File: src/rtl/tlb_sv32.sv
// Fully-associative Sv32 TLB in front of the page-table walker.
// A hit or a bypass answers in the same cycle; a miss holds a walk request until the MMU fills or faults.
module tlb_sv32 #(
   parameter int ENTRIES = 8
) (
   input  logic        clk,
   input  logic        rst,
   input  logic        tlb_on,
   input  logic        new_request,
   input  logic [31:0] virtual_address,
   input  logic        rnw,
   input  logic        execute,
   input  logic [1:0]  privilege,
   input  logic        sum,
   input  logic        mxr,
   input  logic        abort_request,
   input  logic        flush,
   output logic        done,
   output logic        is_fault,
   output logic [31:0] physical_address,
   output logic        flush_complete,
   output logic        mmu_request,
   output logic [31:0] mmu_virtual_address,
   output logic        mmu_rnw,
   output logic        mmu_execute,
   input  logic        mmu_write_entry,
   input  logic        mmu_is_fault,
   input  logic        mmu_superpage,
   input  logic [7:0]  mmu_perms,
   input  logic [19:0] mmu_upper_physical_address
);

   localparam int IW = $clog2(ENTRIES);

   typedef enum logic [1:0] {IDLE, MISS, REPLAY, FAULT} state_t;

   // perms drops the global bit: {d,a,u,x,w,r,v}
   typedef struct packed {
      logic        superpage;
      logic [19:0] tag;
      logic [19:0] ppn;
      logic [6:0]  perms;
   } entry_t;

   state_t             state_q, state_d;
   logic [ENTRIES-1:0] valid_q, valid_d;
   logic [IW-1:0]      ptr_q, ptr_d;
   logic               flush_complete_q, flush_complete_d;
   logic [31:0]        miss_va_q, miss_va_d;
   logic               miss_rnw_q, miss_rnw_d;
   logic               miss_exe_q, miss_exe_d;
   entry_t             entry_q [ENTRIES];
   entry_t             entry_d [ENTRIES];

   logic               unused_global;
   assign unused_global = mmu_perms[5];

   logic    hit;
   entry_t  hit_entry;
   logic    [IW-1:0] victim;
   logic    found_free;

   // NOTE: every combinational output gets a default before any branch, so no latch can be inferred.
   always_comb begin
      hit       = 1'b0;
      hit_entry = '0;
      for (int i = 0; i < ENTRIES; i++) begin
         if (valid_q[i] && entry_q[i].tag[19:10] == virtual_address[31:22] &&
             (entry_q[i].superpage || entry_q[i].tag[9:0] == virtual_address[21:12])) begin
            hit       = 1'b1;
            hit_entry = entry_q[i];
         end
      end
   end

   always_comb begin
      victim     = ptr_q;
      found_free = 1'b0;
      for (int i = 0; i < ENTRIES; i++) begin
         if (!valid_q[i] && !found_free) begin
            victim     = IW'(i);
            found_free = 1'b1;
         end
      end
   end

   logic p_v, p_r, p_w, p_x, p_u, p_a, p_d;
   logic access_ok, priv_ok, perm_ok;
   assign {p_d, p_a, p_u, p_x, p_w, p_r, p_v} = hit_entry.perms;
   assign access_ok = execute ? p_x : (rnw ? (p_r | (mxr & p_x)) : (p_w & p_d));
   assign priv_ok   = (privilege == 2'd0) ? p_u : (~p_u | (sum & ~execute));
   assign perm_ok   = p_v & p_a & (~p_w | p_r) & access_ok & priv_ok;

   assign physical_address = !tlb_on ? virtual_address :
      {hit_entry.ppn[19:10], hit_entry.superpage ? virtual_address[21:12] : hit_entry.ppn[9:0],
       virtual_address[11:0]};

   logic kill, fill_en;
   assign kill = abort_request | flush;

   always_comb begin
      state_d          = state_q;
      valid_d          = valid_q;
      ptr_d            = ptr_q;
      miss_va_d        = miss_va_q;
      miss_rnw_d       = miss_rnw_q;
      miss_exe_d       = miss_exe_q;
      flush_complete_d = flush;
      done             = 1'b0;
      is_fault         = 1'b0;
      mmu_request      = 1'b0;
      fill_en          = 1'b0;
      case (state_q)
         IDLE: begin
            if (new_request && !kill) begin
               if (!tlb_on) begin
                  done = 1'b1;
               end else if (hit) begin
                  done     = 1'b1;
                  is_fault = ~perm_ok;
               end else begin
                  miss_va_d  = virtual_address;
                  miss_rnw_d = rnw;
                  miss_exe_d = execute;
                  state_d    = MISS;
               end
            end
         end
         MISS: begin
            mmu_request = ~kill;
            if (mmu_write_entry) begin
               fill_en = ~kill;
               state_d = REPLAY;
            end else if (mmu_is_fault) begin
               state_d = FAULT;
            end
         end
         REPLAY: state_d = IDLE;
         FAULT: begin
            done     = ~kill;
            is_fault = ~kill;
            state_d  = IDLE;
         end
         default: state_d = IDLE;
      endcase
      if (kill) state_d = IDLE;
      if (fill_en) begin
         valid_d[victim] = 1'b1;
         ptr_d           = ptr_q + IW'(1);
      end
      if (flush) valid_d = '0;
   end

   always_comb begin
      entry_d = entry_q;
      if (fill_en) begin
         entry_d[victim].superpage = mmu_superpage;
         entry_d[victim].tag       = miss_va_q[31:12];
         entry_d[victim].ppn       = mmu_upper_physical_address;
         entry_d[victim].perms     = {mmu_perms[7:6], mmu_perms[4:0]};
      end
   end

   // NOTE: sequential state is assigned only with <= so every flop samples pre-edge values.
   always_ff @(posedge clk) begin
      if (rst) begin
         state_q          <= IDLE;
         valid_q          <= '0;
         ptr_q            <= '0;
         flush_complete_q <= 1'b0;
         miss_va_q        <= '0;
         miss_rnw_q       <= 1'b0;
         miss_exe_q       <= 1'b0;
      end else begin
         state_q          <= state_d;
         valid_q          <= valid_d;
         ptr_q            <= ptr_d;
         flush_complete_q <= flush_complete_d;
         miss_va_q        <= miss_va_d;
         miss_rnw_q       <= miss_rnw_d;
         miss_exe_q       <= miss_exe_d;
      end
   end

   // NOTE: entry payload is not reset; the valid bits alone decide whether it is ever looked at.
   always_ff @(posedge clk) begin
      entry_q <= entry_d;
   end

   assign flush_complete      = flush_complete_q;
   assign mmu_virtual_address = miss_va_q;
   assign mmu_rnw             = miss_rnw_q;
   assign mmu_execute         = miss_exe_q;

endmodule

File: config.mk
export PLATFORM = sky130hd
export DESIGN_NAME = tlb_sv32
export DESIGN_NICKNAME = d
export VERILOG_FILES = /design/src/rtl/tlb_sv32.sv
export SDC_FILE = /design/constraint.sdc
export NUM_CORES = 1
export LEC_CHECK = 0
export ABC_AREA = 1
export CAP_MARGIN = 20
export CORE_MARGIN = 5
export CORE_UTILIZATION = 30
export CTS_CLUSTER_SIZE = 25
export DETAILED_ROUTE_END_ITERATION = 16
export DONT_BUFFER_PORTS = 1
export PLACE_DENSITY = 0.42
export SLEW_MARGIN = 10
export SYNTH_ARGS = -nofsm -noshare
export SYNTH_HDL_FRONTEND = slang
export SYNTH_SLANG_ARGS = --single-unit
File: constraint.sdc
create_clock -name clk -period 11.7 [get_ports clk]
set_input_delay 2.34 -clock clk [delete_from_list [all_inputs] [get_ports clk]]
set_output_delay 2.34 -clock clk [all_outputs]
set_load 0.01 [all_outputs]
==> flow_summary.yaml <==
final_layout:
  postLayoutCellArea_um2: 21600
  drive_above_1_share: 0.0702
  stdcell_count: 2737
  area_growth_pct: 11.7
  layout.nets: 1922
  final_util: 0.337
  fill_cells: 6359
min_path:
  hold_end: "ptr_q[1]"
  min_path_cells: 2
  worst_hold_startpoint: "ptr_q[1]"
  hold_class: "register to register"
yosys:
  synth_ff_type: "edfxtp_1"
  synth_area_leaders: "edfxtp_1 (60%), nand2_1 (9.0%), dfxtp_1 (5.0%)"
  synthesis.area_um2: 19300
  yosysTopAreaCell: "edfxtp_1"
  ys_warn_count: 0
  ys_seq_elements: 432
  syn_nets: 1941
  synth_compound_area_frac: 0.0726
  yosysMostFrequentCell: "nand2_1"
  synth-simple-area-share: 0.188
  synth_top_family_by_area: "simple AND/OR/NAND/NOR gates"
  ys_seq_area_frac: 0.646
  syn_area_per_cell_um2: 10.4
  ys_top_cells_by_count: "nand2_1 (463), edfxtp_1 (384), nor2_1 (235)"
  synth_mux_area_frac: 0
  synth_cell_types: 47
  synth_xor_area_frac: 0.0326
  synthArstFlopShare: 0
  netlist_instances: 1862
  synth_fa_ha_area_frac: 0.00259
  synth_top_area_frac: 0.596
  synth_edf_count: 384
pwr:
  p_leak_nw: 8.07
  p_switching_mw: 0.677
  p_per_area_nw_per_um2: 148
  swShare: 0.212
  ir_drop_uv: 117
  power_frac_seq: 0.529
  pwr-share-clk: 0.446
  internal_power_mw: 2.51
  comb_power_share: 0.025
die:
  core_area_um2: 64100
  die_height_um: 264
  io_pins: 145
  num_rows: 93
  die-area_um2: 69600
  fp.dieW_um: 264
  start_util: 0.302
run_status:
  status: "finished, final reports clean"
setup_path:
  rr_worst_depth: 16
  cp_cell_sequence: "inv_2, o21ai_0, nor3_1, nand3_1, inv_1, nand2_2, inv_2, a21oi_1, o21ai_1, nand2_1, nand2_1, nand2_1, nand2_1, nand2_1, o21ai_1, inv_1"
  r2r-start: "entry_q[127]"
  arrival_ns: 6.16
  cpMostUsedCell: "nand2_1"
  crit_fanout: 29
  required_ns: 9.36
  cp-end-kind: "primary output"
  crit_type: "input port to primary output"
  slowest_stage: "inv_2"
  critPathMaxStageDelay_ns: 0.74
  cp_top_family: "simple AND/OR/NAND/NOR gates"
  crit_buf_inv: 4
  rrSetupSlack_ns: 7.11
  cp-start-kind: "input port"
  rr_endpoint: "mmu_virtual_address[29]"
grt:
  grt-ovfl-total: 0
  grt_pass1_wl_mm: 85.3
  antenna_found_initial: 2
  grt_usage: 0.162
  grt_pass1_vias: 12600
  grt_max_degree: 48
clock_tree:
  cts_setup_buffers: 0
  root_buffer: "clkbuf_16"
  htreeDepth: 2
  clk_latency_ns: 0.58
  cts_tree: "done"
  cts_buffers: 48
  clockBufferDepth: 3
  cts.sinks: 432
  clkTransAtPathRegs_ns: 0.06
  hold_buffers: 0
  ctsResizeCount: 0
sta:
  finalSetupViolCount: 0
  fmax_ghz: 0.118
  relSlewSlack: 0.352
  min_period_ns: 8.50
  worst_pin_slew_ns: 0.970
  finalMaxSlewViolations: 0
  rsz0062_at_grt: "no"
  tns_ns: 0
  hold_viol: 0
  finalClockSkew_ns: 0.0138
  timing.final.crit_share: 0.727
place:
  routabilityCongestion: 0.833
  placed_area_um2: 20100
  dp_hpwl_mm: 38.3
  io_buffers: 0
  placed_cells: 2648
routing:
  drtIter0Drc: 1003
  drt_pass1_iterations: 6
  routed_wirelength_mm: 58.1
  viasPerCell: 4.71
  postRouteAntennaNets: 0
  drcViolationCount: 0
  via_count: 12900
  avgRoutedWirePerCell_um: 21.2
run:
  maxCapViolations: 0
==> cell families (layout without fill, tap and decap cells) <==
logic type / Yosys count / after routing
other: 0 / 1
buffers and inverters: 257 / 276
and+or+nand+nor: 878 / 878
adders and majority gates: 4 / 4
DFF: 432 / 432
xor gates and xnor gates: 72 / 72
AOI/OAI and AO/OA: 219 / 219
==> registers in the layout, indices dropped and copies added (netlist names) <==
signal / flops
entry_q: 384
ptr_q: 3
flush_complete: 1
valid_q: 8
mmu_rnw: 1
mmu_execute: 1
mmu_virtual_address: 32
state_q: 2
==> routing by layer <==
layer / vias to the layer above / global-route usage / part of all wire
met4: 0 / 0.0422 / 0.023
met5: - / 0 / 0
met1: 6220 / 0.219 / 0.46
li1: 6265 / - / -
met3: 76 / 0.0334 / 0.055
met2: 326 / 0.269 / 0.47
==> power groups by stage <==
stage,Sequential [mW],Combinational (mW),Clock (mW)
floorplan,1.71,0.0746,0
global placement,1.72,0.0789,0
detailed placement,1.72,0.0792,0
CTS,1.69,0.0796,1.47
global route,1.69,0.0882,1.53
finish,1.69,0.0791,1.42
==> per-stage QoR <==
step	hold WS (ns)	setup slack [ns]	total power, mW
after floorplan	0.458	5.07	1.79
after global placement	0.474	3.05	1.80
after detailed placement	0.477	2.99	1.80
after CTS	0.491	2.99	3.24
after global routing	0.504	2.83	3.31
final	0.490	3.20	3.19
==> worst max-delay path by stage <==
stage	start	endpoint	slack [ns]	cells after the start
final	virtual_address[25]	physical_address[19]	3.20	16
after global routing	virtual_address[25]	physical_address[19]	2.83	16
after CTS	virtual_address[25]	physical_address[19]	2.99	16
after detailed placement	virtual_address[25]	physical_address[19]	2.99	16
after global placement	virtual_address[25]	physical_address[19]	3.05	16
after floorplan	virtual_address[31]	is_fault	5.07	23
==> worst reg2reg max path, delay by kind of cell, from the launching register on <==
kind | cells | cell delay [ns]
flops | 1 | 0.42
simple gates | 10 | 1.87
buf+inv | 4 | 1.98
compound gates | 2 | 0.25
==> placed cells by master, fill, tap and decap left out, drive strengths merged <==
cell type | synthesis | routed
edfxtp | 384 | 384
a2111oi | 2 | 2
clkbuf | 22 | 71
dfxtp | 48 | 48
o22ai | 5 | 5
nor3 | 20 | 20
a32oi | 2 | 2
o211ai | 54 | 54
and3 | 2 | 2
nor2 | 236 | 236
bufinv | 0 | 1
ha | 4 | 4
nor4 | 10 | 10
and2 | 4 | 4
nand4 | 21 | 21
or2 | 25 | 25
xnor2 | 47 | 47
a211oi | 24 | 24
nand2 | 465 | 465
clkinvlp | 0 | 1
o21a | 6 | 6
o2111ai | 1 | 1
a211o | 1 | 1
a221oi | 1 | 1
nor3b | 4 | 4
o21bai | 2 | 2
inv | 172 | 174
clkinv | 0 | 13
o21ai | 54 | 54
nand3b | 5 | 5
nand3 | 86 | 86
xor2 | 25 | 25
diode | 0 | 1
a31oi | 3 | 3
buf | 63 | 16
a21oi | 64 | 64
==> final cells by class <==
class / count / area [um^2] / share of cell area
Sequential cell: 432 / 12500 / 0.579
Clock buffer: 71 / 1340 / 0.0620
Timing Repair Buffer: 16 / 120 / 0.00556
Clock inverter: 17 / 114 / 0.00527
Inverter: 172 / 646 / 0.0299
Antenna cell: 1 / 2.50 / 0.000116
Multi-Input combinational cell: 1173 / 5810 / 0.269
Tap cell: 855 / 1070 / 0.0495
Power figures use the tool's default switching activity.
